`src/rtl/sme_dom_seq_if.sv`:
```
// Handshake bundle between the two requesters, the guard-share RNG, the masked
// AND gadget and the sme_dom_seq sequencer.
interface sme_dom_seq_if;
    logic flush;
    logic req0_valid;
    logic req1_valid;
    logic req0_ready;
    logic req1_ready;
    logic rsp0_valid;
    logic rsp1_valid;
    logic rsp0_ack;
    logic rsp1_ack;
    logic rng_req;
    logic rng_valid;
    logic and_en;
    logic and_sel;
    logic busy;

    // Environment side: requesters, RNG and flush source
    modport master (
        output flush, req0_valid, req1_valid, rsp0_ack, rsp1_ack, rng_valid,
        input  req0_ready, req1_ready, rsp0_valid, rsp1_valid, rng_req,
               and_en, and_sel, busy
    );

    // Sequencer side
    modport slave (
        input  flush, req0_valid, req1_valid, rsp0_ack, rsp1_ack, rng_valid,
        output req0_ready, req1_ready, rsp0_valid, rsp1_valid, rng_req,
               and_en, and_sel, busy
    );
endinterface

```
`src/rtl/sme_dom_seq.sv`:
```
// Sequencer that time-shares one D-share DOM-AND gadget between two requesters,
// fetching a fresh guard-share word from the RNG for every operation.
module sme_dom_seq #(
    parameter int unsigned D   = 3,
    parameter int unsigned LAT = 1
) (
    input  logic         g_clk,
    input  logic         g_resetn,
    sme_dom_seq_if.slave bus
);

    localparam int unsigned     CNT_W    = 3;
    localparam logic [CNT_W-1:0] CNT_LOAD = CNT_W'(LAT - 1);

    if (D < 2 || D > 4 || LAT < 1 || LAT > 7) begin : g_param_check
        $error("sme_dom_seq: D must be 2..4 and LAT must be 1..7");
    end

    typedef enum logic [2:0] {
        IDLE = 3'd0,
        RNG  = 3'd1,
        EXEC = 3'd2,
        WAIT = 3'd3,
        RESP = 3'd4
    } state_e;

    logic [1:0]       rst_sync_q;
    logic             rst_n;
    state_e           state_q;
    logic             rr_q;
    logic             sel_q;
    logic [CNT_W-1:0] cnt_q;
    logic             rng_req_q;
    logic             and_en_q;
    logic             busy_q;
    logic             rsp0_q;
    logic             rsp1_q;
    logic             grant_c;
    logic             grant_sel_c;
    logic             ack_c;

    // Asynchronous assertion, synchronised release of the internal reset
    always_ff @(posedge g_clk or negedge g_resetn) begin
        if (!g_resetn) begin
            rst_sync_q <= 2'b00;
        end else begin
            rst_sync_q <= {rst_sync_q[0], 1'b1};
        end
    end

    assign rst_n = rst_sync_q[1];

    // rr_q holds the requester served last; a tie goes to the other one
    assign grant_c     = rst_n && (state_q == IDLE) && !bus.flush &&
                         (bus.req0_valid || bus.req1_valid);
    assign grant_sel_c = (bus.req0_valid && bus.req1_valid) ? ~rr_q : bus.req1_valid;
    assign ack_c       = sel_q ? bus.rsp1_ack : bus.rsp0_ack;

    always_ff @(posedge g_clk or negedge rst_n) begin
        if (!rst_n) begin
            state_q   <= IDLE;
            rr_q      <= 1'b1;
            sel_q     <= 1'b0;
            cnt_q     <= '0;
            rng_req_q <= 1'b0;
            and_en_q  <= 1'b0;
            busy_q    <= 1'b0;
            rsp0_q    <= 1'b0;
            rsp1_q    <= 1'b0;
        end else if (bus.flush) begin
            // Abandon without a response; pointer and select are left untouched
            state_q   <= IDLE;
            cnt_q     <= '0;
            rng_req_q <= 1'b0;
            and_en_q  <= 1'b0;
            busy_q    <= 1'b0;
            rsp0_q    <= 1'b0;
            rsp1_q    <= 1'b0;
        end else begin
            case (state_q)
                IDLE: begin
                    if (grant_c) begin
                        state_q   <= RNG;
                        sel_q     <= grant_sel_c;
                        rng_req_q <= 1'b1;
                        busy_q    <= 1'b1;
                    end
                end
                RNG: begin
                    if (bus.rng_valid) begin
                        state_q   <= EXEC;
                        rng_req_q <= 1'b0;
                        and_en_q  <= 1'b1;
                    end
                end
                EXEC: begin
                    and_en_q <= 1'b0;
                    cnt_q    <= CNT_LOAD;
                    if (LAT > 1) begin
                        state_q <= WAIT;
                    end else begin
                        state_q <= RESP;
                        rsp0_q  <= ~sel_q;
                        rsp1_q  <= sel_q;
                    end
                end
                WAIT: begin
                    cnt_q <= cnt_q - CNT_W'(1);
                    if (cnt_q == CNT_W'(1)) begin
                        state_q <= RESP;
                        rsp0_q  <= ~sel_q;
                        rsp1_q  <= sel_q;
                    end
                end
                RESP: begin
                    if (ack_c) begin
                        state_q <= IDLE;
                        rr_q    <= sel_q;
                        busy_q  <= 1'b0;
                        rsp0_q  <= 1'b0;
                        rsp1_q  <= 1'b0;
                    end
                end
                default: begin
                    state_q <= IDLE;
                end
            endcase
        end
    end

    // Gadget enable and RNG request must vanish within the flush cycle itself
    assign bus.req0_ready = grant_c && !grant_sel_c;
    assign bus.req1_ready = grant_c && grant_sel_c;
    assign bus.rng_req    = rng_req_q && !bus.flush;
    assign bus.and_en     = and_en_q && !bus.flush;
    assign bus.and_sel    = sel_q;
    assign bus.busy       = busy_q;
    assign bus.rsp0_valid = rsp0_q;
    assign bus.rsp1_valid = rsp1_q;

endmodule

```
`src/flat_wrapper.sv`:
```
// flat-port wrapper written by rule: the top's interface ports become plain ports
module sme_dom_seq_flat 
#(
    parameter int unsigned D   = 3,
    parameter int unsigned LAT = 1
)
  (g_clk, g_resetn, bus_flush, bus_req0_valid, bus_req1_valid, bus_rsp0_ack, bus_rsp1_ack, bus_rng_valid, bus_req0_ready, bus_req1_ready, bus_rsp0_valid, bus_rsp1_valid, bus_rng_req, bus_and_en, bus_and_sel, bus_busy);
  sme_dom_seq_if bus_i ();
  input  logic g_clk;
  input  logic g_resetn;
  input wire logic [$bits(bus_i.flush)-1:0] bus_flush;
  input wire logic [$bits(bus_i.req0_valid)-1:0] bus_req0_valid;
  input wire logic [$bits(bus_i.req1_valid)-1:0] bus_req1_valid;
  input wire logic [$bits(bus_i.rsp0_ack)-1:0] bus_rsp0_ack;
  input wire logic [$bits(bus_i.rsp1_ack)-1:0] bus_rsp1_ack;
  input wire logic [$bits(bus_i.rng_valid)-1:0] bus_rng_valid;
  output wire logic [$bits(bus_i.req0_ready)-1:0] bus_req0_ready;
  output wire logic [$bits(bus_i.req1_ready)-1:0] bus_req1_ready;
  output wire logic [$bits(bus_i.rsp0_valid)-1:0] bus_rsp0_valid;
  output wire logic [$bits(bus_i.rsp1_valid)-1:0] bus_rsp1_valid;
  output wire logic [$bits(bus_i.rng_req)-1:0] bus_rng_req;
  output wire logic [$bits(bus_i.and_en)-1:0] bus_and_en;
  output wire logic [$bits(bus_i.and_sel)-1:0] bus_and_sel;
  output wire logic [$bits(bus_i.busy)-1:0] bus_busy;
  assign bus_i.flush = bus_flush;
  assign bus_i.req0_valid = bus_req0_valid;
  assign bus_i.req1_valid = bus_req1_valid;
  assign bus_i.rsp0_ack = bus_rsp0_ack;
  assign bus_i.rsp1_ack = bus_rsp1_ack;
  assign bus_i.rng_valid = bus_rng_valid;
  assign bus_req0_ready = bus_i.req0_ready;
  assign bus_req1_ready = bus_i.req1_ready;
  assign bus_rsp0_valid = bus_i.rsp0_valid;
  assign bus_rsp1_valid = bus_i.rsp1_valid;
  assign bus_rng_req = bus_i.rng_req;
  assign bus_and_en = bus_i.and_en;
  assign bus_and_sel = bus_i.and_sel;
  assign bus_busy = bus_i.busy;
  sme_dom_seq #(.D(D), .LAT(LAT)) u_core (.g_clk(g_clk), .g_resetn(g_resetn), .bus(bus_i));
endmodule
```
`config.mk`:
```
export PLATFORM = sky130hd
export DESIGN_NAME = sme_dom_seq_flat
export DESIGN_NICKNAME = d
export VERILOG_FILES = /design/src/rtl/sme_dom_seq_if.sv /design/src/rtl/sme_dom_seq.sv /design/src/flat_wrapper.sv
export SDC_FILE = /design/constraint.sdc
export NUM_CORES = 1
export LEC_CHECK = 0
export CORE_MARGIN = 2
export CORE_UTILIZATION = 30
export CTS_BUF_LIST = sky130_fd_sc_hd__clkbuf_8
export DETAILED_ROUTE_END_ITERATION = 8
export GPL_TIMING_DRIVEN = 0
export PLACE_DENSITY = 0.48
export SYNTH_ARGS = -nofsm -noshare
export SYNTH_HDL_FRONTEND = slang
export SYNTH_SLANG_ARGS = --single-unit
export TNS_END_PERCENT = 30
```
`constraint.sdc`:
```
create_clock -name g_clk -period 1.26 [get_ports g_clk]
set_input_delay 0.126 -clock g_clk [delete_from_list [all_inputs] [get_ports g_clk]]
set_output_delay 0.126 -clock g_clk [all_outputs]
set_load 0.02 [all_outputs]
```
==> metrics.log, run 1 <==
[metrics] type of the worst setup path: reg -> out
[metrics] status: finished with violations
[metrics] maximum fanout encountered on the critical timing path: 3
[metrics] Max rail drop VDD: 0.586 mV
[metrics] Fin. Hold Viols: 0
[metrics] maximum buffer depth of the clock tree: 2
[metrics] post-synthesis async set-or-reset flop share: 1.00
[metrics] Clock Latency Late Sink: 0.24 ns
[metrics] Die Area: 3060 µm²
[metrics] cell leakage power: 0.000479 µW
[metrics] Post-Synthesis Net Count: 91
[metrics] failing checks: setup timing
[metrics] remaining global-route overflow: 0
[metrics] synthesized cell area: 791 µm²
[metrics] final critical-path share of the clock period: 1.22
[metrics] most frequent cell after synthesis: sky130_fd_sc_hd__dfrtp_1
[metrics] share of synthesized area occupied by flip-flops and latches: 0.476
[metrics] cell at the root of the clock tree: sky130_fd_sc_hd__clkbuf_8
[metrics] cells after synthesis: 81
[metrics] data required time at the worst endpoint: 1.13 ns
[metrics] reg-to-reg critical path startpoint: u_core.state_q[2]
[metrics] vias per inst: 4.74
[metrics] most numerous cell types in the synthesized netlist: sky130_fd_sc_hd__dfrtp_1, sky130_fd_sc_hd__a21oi_1, sky130_fd_sc_hd__nand2_1, sky130_fd_sc_hd__nor2_1, sky130_fd_sc_hd__inv_1
[metrics] Die Span Y: 55.3 µm
[metrics] number of port buffers: 15
[metrics] count of placed standard cells including taps: 126
[metrics] origin of the worst setup path: u_core.state_q[1]
[metrics] detail-routed net length per standard cell: 13.2 µm
[metrics] library cell with the largest summed area after synthesis: sky130_fd_sc_hd__dfrtp_1
[metrics] count of final setup violators: 8
[metrics] Netlist cell types: 34
[metrics] Final ANT Viol Nets: 0
[metrics] Die W: 55.3 µm
[metrics] post-layout instance count excluding filler cells: 136
[metrics] area growth from synthesis to final layout: 45.7%
[metrics] type of the most critical hold path: in -> async
[metrics] weighted congestion reported at the end of routability-driven placement: 0.720
[metrics] Synth area leaders: sky130_fd_sc_hd__dfrtp_1, sky130_fd_sc_hd__a21oi_1, sky130_fd_sc_hd__nand2_1
[metrics] detailed-route wire length: 1790 µm
[metrics] achievable clock frequency: 652 MHz
[metrics] type of element capturing the critical path: output port
[metrics] I/O pin cnt: 16
[metrics] DRC: 0
[metrics] Main synth FF type: sky130_fd_sc_hd__dfrtp_1
[metrics] Worst-path clk slew: 0.06 ns
[metrics] Initial Util: 0.319
[metrics] power consumption: 1170 µW
[metrics] RSZ-0062 raised after global routing: yes
[metrics] clock tree from TritonCTS: built
[metrics] via count of the first global-routing pass: 665
[metrics] synthesized area divided by synthesized cell count: 9.76 µm²
[metrics] Antenna Cells: 0
[metrics] Yosys Warn Count: 0
[metrics] pin count of the biggest net entering global routing: 15
[metrics] global-route wire length before repair: 3050 µm
[metrics] final setup margin: -0.274 ns
[metrics] Vias: 645
[metrics] number of antenna violations at the first check in global routing: 0
[metrics] fraction of layout cells with a size suffix above 1: 0.358
[metrics] worst clock skew on the final layout: 0.00152 ns
[metrics] net count of the finished layout: 117
[metrics] maxcap violations: 0
[metrics] minimum clock period: 1.53 ns
[metrics] starting DRC count in detailed routing: 2
[metrics] total of flip-flops plus latches after synthesis: 15
[metrics] number of sinks on the clock net: 15
[metrics] total CTS buffers: 3
[metrics] Filler Cell Count: 254
[metrics] Pwr Density: 1010 nW/µm²
[metrics] hold buffer count at CTS: 0
[metrics] EDFF count, synth: 0
[metrics] number of max-slew violations in the final report: 0
[metrics] HPWL after DPL: 1200 µm
[metrics] area of the core: 2480 µm²
[metrics] length of the first detailed-routing pass in iterations: 2
[metrics] Arr. time, crit path: 1.41 ns
[metrics] area share of the largest cell type after synthesis: 0.443
[metrics] startpoint kind of the worst setup timing path: flop
[metrics] global router's overall resource usage: 0.127
[metrics] number of levels in the clock H-tree: 1
[metrics] number of placement rows: 18
-- cells in the final DEF (no fill, tap or decap), drive strengths merged, types with 2 or more instances in the layout --
cell,instances
inv,5
a21oi,9
nand2b,3
dlygate4sd2,4
nor3,3
nand2,8
nor2,6
dfrtp,14
o21ai,5
nand3,2
clkdlybuf4s50,6
buf,11
nor2b,3
ha,2
nor3b,3
clkbuf,4
or3,2
-- worst max-delay path, stage by stage (launching register included) --
cell and delay (ns):
sky130_fd_sc_hd__dfrtp_2 0.41, sky130_fd_sc_hd__or3_4 0.40, sky130_fd_sc_hd__nor2_4 0.10, sky130_fd_sc_hd__and2_4 0.14, sky130_fd_sc_hd__buf_6 0.11
-- report_power, final --
group	total [µW]	switching, µW	internal (µW)	leakage [µW]
Sequential	543	32.5	511	0.000193
Clock	388	170	219	0.0000255
Combinational	235	122	112	0.000260
-- cells by family (layout without fill, tap and decap cells) --
group / after synthesis / in the layout / share of synthesized area
other: 1 / 1 / 0.00474
adder cells (fa/ha/maj): 2 / 2 / 0.0316
flip-flops: 15 / 15 / 0.476
buffers and inverters: 8 / 33 / 0.0506
AND/OR/NAND/NOR: 32 / 32 / 0.233
multiplexers: 2 / 2 / 0.0269
AO/OA/AOI/OAI: 21 / 21 / 0.177
-- what timing repair did --
| item | CTS | global route |
|---|---|---|
| hold endpoints to repair | 0 | 0 |
| setup endpoints to repair | 16 | 16 |
| resized for setup | 27 | 21 |
| gates cloned | 0 | 0 |
| pin swaps | 0 | 2 |
| buffers inserted | 3 | 3 |
-- per-stage QoR --
step                      hold slack (ns)  cell area [µm²]  setup TNS, ns   util  setup slack [ns]
final                              0.0345             1150         -0.855  0.465            -0.274
after global routing               0.0352             1150          -1.70  0.465            -0.326
after CTS                          0.0314             1070          -1.22  0.432            -0.283
after detailed placement            0.286              983          -5.01  0.397            -0.723
after global placement              0.294              983          -5.03  0.397            -0.738
after floorplan                    -0.170              796         -0.214      -           -0.0921
-- cell type report --
| cell class | count | area (µm²) | area share |
|---|---|---|---|
| sequential | 15 | 382 | 0.331 |
| multi-input combinational | 58 | 447 | 0.388 |
| inverter | 5 | 23.8 | 0.0206 |
| clock buffer | 3 | 41.3 | 0.0358 |
| tap | 30 | 37.5 | 0.0326 |
| timing repair buffer | 21 | 186 | 0.162 |
| clock inverter | 1 | 5.00 | 0.00434 |
| buffer | 3 | 30.0 | 0.0261 |
-- path summary, 6_finish.rpt --
path                            slack, ns                     to  depth (start not counted)
worst max-delay path                -0.27         bus_req1_ready                          4
worst min-delay path                 0.03   u_core.rst_sync_q[1]                          1
worst max register to register      -0.15  u_core.bus.rsp0_valid                          6
worst min register to register       0.18       u_core.rng_req_q                          0
max in group asynchronous            0.83            u_core.rr_q                          0
min in group g_clk                   0.33            u_core.rr_q                          4
-- registers in the layout, summed over array words and instances, names as in the netlist --
signal and cells:
u_core.bus.and_sel 1, u_core.rst_sync_q 2, u_core.bus.rsp0_valid 1, u_core.bus.rsp1_valid 1
u_core.bus.busy 1, u_core.cnt_q 3, u_core.and_en_q 1, u_core.state_q 3
u_core.rr_q 1, u_core.rng_req_q 1
-- per-layer routing --
metal  vias to the layer above  part of all wire  GRT usage
met1                       309              0.45      0.173
met2                         6              0.51      0.189
li1                        328                 -          -
met4                         0             0.014     0.0732
met3                         2             0.020     0.0211
met5                         -                 0          0
No activity file was read; power rests on OpenSTA's default activity.
==> run 2: changes to the inputs <==
clock period = 1.97 ns   (was 1.26 ns; I/O delays follow)
==> metrics.log, run 2 (same netlist as run 1, synthesis figures left out) <==
[metrics] type of element capturing the critical path: output port
[metrics] number of sinks on the clock net: 15
[metrics] type of the worst setup path: in -> out
[metrics] Clock Latency Late Sink: 0.25 ns
[metrics] Worst-path clk slew: 0.06 ns
[metrics] pin count of the biggest net entering global routing: 15
[metrics] Arr. time, crit path: 1.65 ns
[metrics] count of final setup violators: 0
[metrics] Max rail drop VDD: 0.433 mV
[metrics] HPWL after DPL: 1190 µm
[metrics] combinational share of power: 0.180
[metrics] Final ANT Viol Nets: 0
[metrics] detail-routed net length per standard cell: 12.7 µm
[metrics] maximum fanout encountered on the critical timing path: 10
[metrics] weighted congestion reported at the end of routability-driven placement: 0.714
[metrics] Vias: 630
[metrics] Antenna Cells: 0
[metrics] number of cell instances on the worst register-to-register path: 3
[metrics] type of the most critical hold path: in -> async
[metrics] Die Area: 3060 µm²
[metrics] Initial Util: 0.319
[metrics] cell at the root of the clock tree: sky130_fd_sc_hd__clkbuf_8
[metrics] data required time at the worst endpoint: 1.77 ns
[metrics] clock tree from TritonCTS: built
[metrics] detailed-route wire length: 1650 µm
[metrics] minimum clock period: 1.85 ns
[metrics] switching power as a share of total power: 0.268
[metrics] Filler Cell Count: 256
[metrics] fraction of layout cells with a size suffix above 1: 0.160
[metrics] Internal Pwr Total: 528 µW
[metrics] power consumption: 721 µW
[metrics] total CTS buffers: 3
[metrics] area of the core: 2480 µm²
[metrics] hold buffer count at CTS: 0
[metrics] area growth from synthesis to final layout: 29.0%
[metrics] global router's overall resource usage: 0.124
[metrics] Die W: 55.3 µm
[metrics] net count of the finished layout: 111
[metrics] number of port buffers: 15
[metrics] vias per inst: 4.85
[metrics] Top Registers: u_core.cnt_q: 3 flops, u_core.state_q: 3 flops, u_core.rst_sync_q: 2 flops
[metrics] number of max-slew violations in the final report: 0
[metrics] remaining global-route overflow: 0
[metrics] Die Span Y: 55.3 µm
[metrics] final critical-path share of the clock period: 0.938
[metrics] maximum buffer depth of the clock tree: 2
[metrics] worst clock skew on the final layout: 0.00303 ns
[metrics] DRC: 0
[metrics] global-route wire length before repair: 2920 µm
[metrics] RSZ-0062 raised after global routing: no
[metrics] power dissipated by switching net loads: 193 µW
[metrics] via count of the first global-routing pass: 634
[metrics] worst slack at placement: -0.124 ns
[metrics] length of the first detailed-routing pass in iterations: 4
[metrics] part of the power in the clock network: 0.335
[metrics] number of antenna violations at the first check in global routing: 0
[metrics] maxcap violations: 0
[metrics] commonest cells after routing, fill and taps aside: sky130_fd_sc_hd__clkdlybuf4s50_1, sky130_fd_sc_hd__dfrtp_1, sky130_fd_sc_hd__a21oi_1, sky130_fd_sc_hd__nand2_1
[metrics] I/O pin cnt: 16
[metrics] cell leakage power: 0.000408 µW
[metrics] number of levels in the clock H-tree: 1
[metrics] number of placement rows: 18
[metrics] startpoint kind of the worst setup timing path: primary input
[metrics] Post CTS Setup Buffer Count: 0
[metrics] status: completed
[metrics] Pwr Density: 707 nW/µm²
[metrics] Flop pwr share: 0.485
[metrics] Fin. Hold Viols: 0
[metrics] starting DRC count in detailed routing: 7
[metrics] final setup margin: 0.122 ns
[metrics] Min Hold Slack: 0.109 ns
[metrics] achievable clock frequency: 541 MHz
## run 2: changes by cell type in the layout (fill, tap and decap cells not counted), sizes merged
| cell | previous run | this run |
|---|---|---|
| buf | 11 | 2 |
| clkdlybuf4s15 | 1 | 0 |
| dlygate4sd2 | 4 | 1 |
| dlymetal6s2s | 1 | 0 |
| clkbuf | 4 | 5 |
| clkdlybuf4s50 | 6 | 13 |
## run 2: worst paths after layout
check / start / slack, ns / end
worst min-delay path: g_resetn / 0.11 / u_core.rst_sync_q[0]
min in group g_clk: u_core.rst_sync_q[0] / 0.36 / u_core.rst_sync_q[1]
worst max register to register: u_core.state_q[1] / 0.46 / u_core.bus.and_sel
worst max-delay path: bus_flush / 0.12 / bus_rng_req
max in group asynchronous: u_core.rst_sync_q[1] / 1.51 / u_core.rr_q
worst min register to register: u_core.rst_sync_q[1] / 0.17 / u_core.state_q[2]
## run 2: cell type report
class / instances / area (µm²) / share of cell area
buffer: 3 / 21.3 / 0.0209
clock buffer: 3 / 41.3 / 0.0405
clock inverter: 1 / 3.75 / 0.00368
inverter: 5 / 20.0 / 0.0196
multi-input combinational: 58 / 374 / 0.367
sequential: 15 / 378 / 0.371
tap: 30 / 37.5 / 0.0368
timing repair buffer: 15 / 144 / 0.141
## run 2: worst max-delay path, stage by stage
cell                              delay [ns]
sky130_fd_sc_hd__clkdlybuf4s50_1        0.47
sky130_fd_sc_hd__clkbuf_2               0.23
sky130_fd_sc_hd__nor2b_1                0.14
sky130_fd_sc_hd__clkdlybuf4s50_1        0.61
## run 2: per-stage QoR
step / cell area (µm²) / TNS [ns] / std cells / util
3_3_place_gp: 978 / -0.186 / 126 / 0.395
2_1_floorplan: 791 / 0 / 81 / -
3_5_place_dp: 978 / -0.213 / 126 / 0.395
5_1_grt: 1020 / 0 / 130 / 0.412
6_report: 1020 / 0 / 130 / 0.412
4_1_cts: 1020 / 0 / 130 / 0.413
## run 2: what timing repair did
action / CTS / global route
resized for setup: 4 / 2
cloned: 0 / 0
endpoints found under the setup margin: 4 / 1
endpoints found under the hold margin: 0 / 0
## run 2: power groups by stage
stage / Clock [µW] / Sequential [µW] / Combinational, µW
floorplan: 0 / 359 / 65.5
CTS: 254 / 351 / 131
finish: 241 / 350 / 130
global placement: 0 / 354 / 129
global route: 271 / 354 / 140
detailed placement: 0 / 355 / 129
## run 2: per-layer routing
metal  global-route usage  part of all wire  up-vias
met5                    0                 0        -
met4                0.105             0.047        0
met3               0.0258             0.022        8
met2                0.182              0.47       11
met1                0.155              0.46      297
li1                     -                 -      314
==> run 3: changes to the inputs <==
ABC_AREA = 1   (was default)
MAX_ROUTING_LAYER = met4   (was default)
==> metrics.log, run 3 <==
[metrics] number of max-slew violations in the final report: 0
[metrics] most numerous cell types in the synthesized netlist: sky130_fd_sc_hd__nand2_1, sky130_fd_sc_hd__nor2_1, sky130_fd_sc_hd__inv_1, sky130_fd_sc_hd__dfrtp_1, sky130_fd_sc_hd__nor2_2
[metrics] post-layout instance count excluding filler cells: 167
[metrics] Main synth FF type: sky130_fd_sc_hd__dfrtp_1
[metrics] number of antenna violations at the first check in global routing: 0
[metrics] final setup margin: 0.138 ns
[metrics] library cell with the largest summed area after synthesis: sky130_fd_sc_hd__dfrtp_1
[metrics] worst clock skew on the final layout: 0.00115 ns
[metrics] most frequent standard cell in the layout excluding fill and tap cells: sky130_fd_sc_hd__nand2_1
[metrics] achievable clock frequency: 546 MHz
[metrics] remaining global-route overflow: 0
[metrics] weighted congestion reported at the end of routability-driven placement: 0.817
[metrics] global-route wire length before repair: 3220 µm
[metrics] total of flip-flops plus latches after synthesis: 15
[metrics] Storage cell area: 380 µm²
[metrics] length of the first detailed-routing pass in iterations: 4
[metrics] commonest cells after routing, fill and taps aside: sky130_fd_sc_hd__nand2_1, sky130_fd_sc_hd__nor2_1, sky130_fd_sc_hd__inv_1, sky130_fd_sc_hd__clkdlybuf4s50_1, sky130_fd_sc_hd__dfrtp_1
[metrics] Critical path buffers and inverters: 2
[metrics] Placed Area: 1030 µm²
[metrics] starting DRC count in detailed routing: 7
[metrics] status: completed
[metrics] count of final setup violators: 0
[metrics] Cell Chain, Critical Path: nor2_4 > nand3_2 > nor2_2 > nand2_1 > inv_1 > clkdlybuf4s15_1
[metrics] Clock Latency Late Sink: 0.25 ns
[metrics] area share of the largest cell type after synthesis: 0.414
[metrics] cell leakage power: 0.000586 µW
[metrics] area growth from synthesis to final layout: 30.9%
[metrics] area of the core: 2710 µm²
[metrics] reg-to-reg critical path startpoint: u_core.cnt_q[1]
[metrics] Filler Cell Count: 308
[metrics] minimum clock period: 1.83 ns
[metrics] Fin. Hold Viols: 0
[metrics] Die Span Y: 57.1 µm
[metrics] detailed-route wire length: 1670 µm
[metrics] cell at the root of the clock tree: sky130_fd_sc_hd__clkbuf_8
[metrics] Pwr Density: 750 nW/µm²
[metrics] pin count of the biggest net entering global routing: 15
[metrics] hold buffer count at CTS: 0
[metrics] synthesized cell area: 846 µm²
[metrics] Multi-input gate area: 395 µm²
[metrics] maxcap violations: 0
[metrics] Initial Util: 0.312
[metrics] Arr. time, crit path: 1.63 ns
[metrics] clock tree from TritonCTS: built
[metrics] vias per inst: 4.32
[metrics] EDFF count, synth: 0
[metrics] RSZ-0062 raised after global routing: no
[metrics] startpoint kind of the worst setup timing path: flop
[metrics] Yosys Warn Count: 0
[metrics] HPWL after DPL: 1310 µm
[metrics] Synth area leaders: sky130_fd_sc_hd__dfrtp_1, sky130_fd_sc_hd__nand2_1, sky130_fd_sc_hd__nor2_1
[metrics] DRC: 0
[metrics] post-synthesis async set-or-reset flop share: 1.00
[metrics] fraction of layout cells with a size suffix above 1: 0.191
[metrics] type of the worst setup path: reg -> out
[metrics] number of port buffers: 15
[metrics] crit-path max cell delay: 0.48 ns
[metrics] final critical-path share of the clock period: 0.930
[metrics] global router's overall resource usage: 0.132
[metrics] power consumption: 831 µW
[metrics] number of placement rows: 19
[metrics] Final ANT Viol Nets: 0
[metrics] net count of the finished layout: 147
[metrics] most frequent cell after synthesis: sky130_fd_sc_hd__nand2_1
[metrics] I/O pin cnt: 16
[metrics] Die W: 57.1 µm
[metrics] CP max-delay cell: sky130_fd_sc_hd__dfrtp_1
[metrics] cells after synthesis: 114
[metrics] register-to-register setup slack: 0.68 ns
[metrics] number of levels in the clock H-tree: 1
[metrics] via count of the first global-routing pass: 769
[metrics] maximum buffer depth of the clock tree: 2
[metrics] Vias: 722
[metrics] cell family with the largest share of critical-path delay: simple AND/OR/NAND/NOR gates
[metrics] final std cell area, no fill: 1110 µm²
[metrics] type of the most critical hold path: in -> async
[metrics] Post-Synthesis Net Count: 124
[metrics] type of element capturing the critical path: output port
[metrics] data required time at the worst endpoint: 1.77 ns
[metrics] share of synthesized area occupied by flip-flops and latches: 0.445
[metrics] endpoint of the lowest-slack register-to-register path: u_core.state_q[0]
[metrics] Die Area: 3260 µm²
[metrics] Worst-path clk slew: 0.06 ns
[metrics] number of cell instances on the worst register-to-register path: 9
[metrics] Max rail drop VDD: 0.462 mV
[metrics] detail-routed net length per standard cell: 10.0 µm
[metrics] origin of the worst setup path: u_core.state_q[0]
[metrics] Antenna Cells: 0
[metrics] total CTS buffers: 3
[metrics] worst slack at placement: -0.209 ns
[metrics] Top Registers: u_core.cnt_q: 3 flops, u_core.state_q: 3 flops, u_core.rst_sync_q: 2 flops
[metrics] Netlist cell types: 19
[metrics] maximum fanout encountered on the critical timing path: 7
[metrics] synthesized area divided by synthesized cell count: 7.42 µm²
[metrics] number of sinks on the clock net: 15
[metrics] count of placed standard cells including taps: 160
run 3: cell count changes after synthesis, moves of 3 or more:
| cell | before | now |
|---|---|---|
| sky130_fd_sc_hd__a21oi_1 | 9 | 1 |
| sky130_fd_sc_hd__inv_1 | 4 | 15 |
| sky130_fd_sc_hd__inv_2 | 0 | 3 |
| sky130_fd_sc_hd__nand2_1 | 8 | 33 |
| sky130_fd_sc_hd__nand2b_1 | 3 | 0 |
| sky130_fd_sc_hd__nand3_1 | 2 | 5 |
| sky130_fd_sc_hd__nand3_2 | 0 | 3 |
| sky130_fd_sc_hd__nor2_1 | 5 | 16 |
| sky130_fd_sc_hd__nor2_2 | 1 | 7 |
| sky130_fd_sc_hd__nor2b_1 | 3 | 0 |
| sky130_fd_sc_hd__nor3_1 | 3 | 0 |
run 3: power by group:
group / leakage, µW / internal [µW] / switching (µW)
Sequential: 0.000194 / 347 / 27.3
Clock: 0.0000255 / 140 / 116
Combinational: 0.000366 / 90.1 / 110
Total: 0.000586 / 577 / 253
run 3: logic make-up after synthesis:
kind of cell               after synthesis  synth area share
and+or+nand+nor                         69             0.374
buffers and inverters                   19            0.0932
DFF                                     15             0.445
AOI/OAI and AO/OA                        7            0.0429
adders and majority gates                2            0.0296
xor gates and xnor gates                 1            0.0104
other                                    1           0.00443
run 3: repair_timing:
action                     4_1_cts  5_1_grt
setup buffers                    0        3
setup endpoints to repair        2        2
resized for setup                5        3
cloned                           0        0
run 3: worst max path at each step:
stage / slack [ns] / depth (start not counted) / end
after detailed placement: -0.21 / 8 / bus_req0_ready
after global placement: -0.21 / 8 / bus_req0_ready
after CTS: 0.04 / 7 / bus_req0_ready
after global routing: 0.02 / 8 / bus_req1_ready
after floorplan: 0.45 / 6 / bus_req0_ready
final: 0.14 / 6 / bus_req1_ready
run 3: final cells by class:
cell class / count / share of cell area
timing repair buffer: 18 / 0.151
multi-input combinational: 80 / 0.357
clock buffer: 3 / 0.0373
inverter: 18 / 0.0610
clock inverter: 1 / 0.00452
tap: 31 / 0.0350
buffer: 1 / 0.0102
sequential: 15 / 0.344
run 3: metal layers:
layer  track usage  vias to the layer above  wire length, µm  share of wire
met5             -                        -                0              0
met4        0.0598                        0               37          0.022
met3        0.0272                        4               61          0.037
met2         0.213                       12              782           0.47
met1         0.159                      317              790           0.47
li1              -                      389                -              -
run 3: stage by stage:
step,setup TNS [ns],hold slack (ns),util
CTS,0,0.0998,0.401
global placement,-0.397,0.258,0.382
detailed placement,-0.376,0.270,0.382
global route,0,0.0865,0.409
floorplan,0,-0.0986,-
finish,0,0.101,0.409
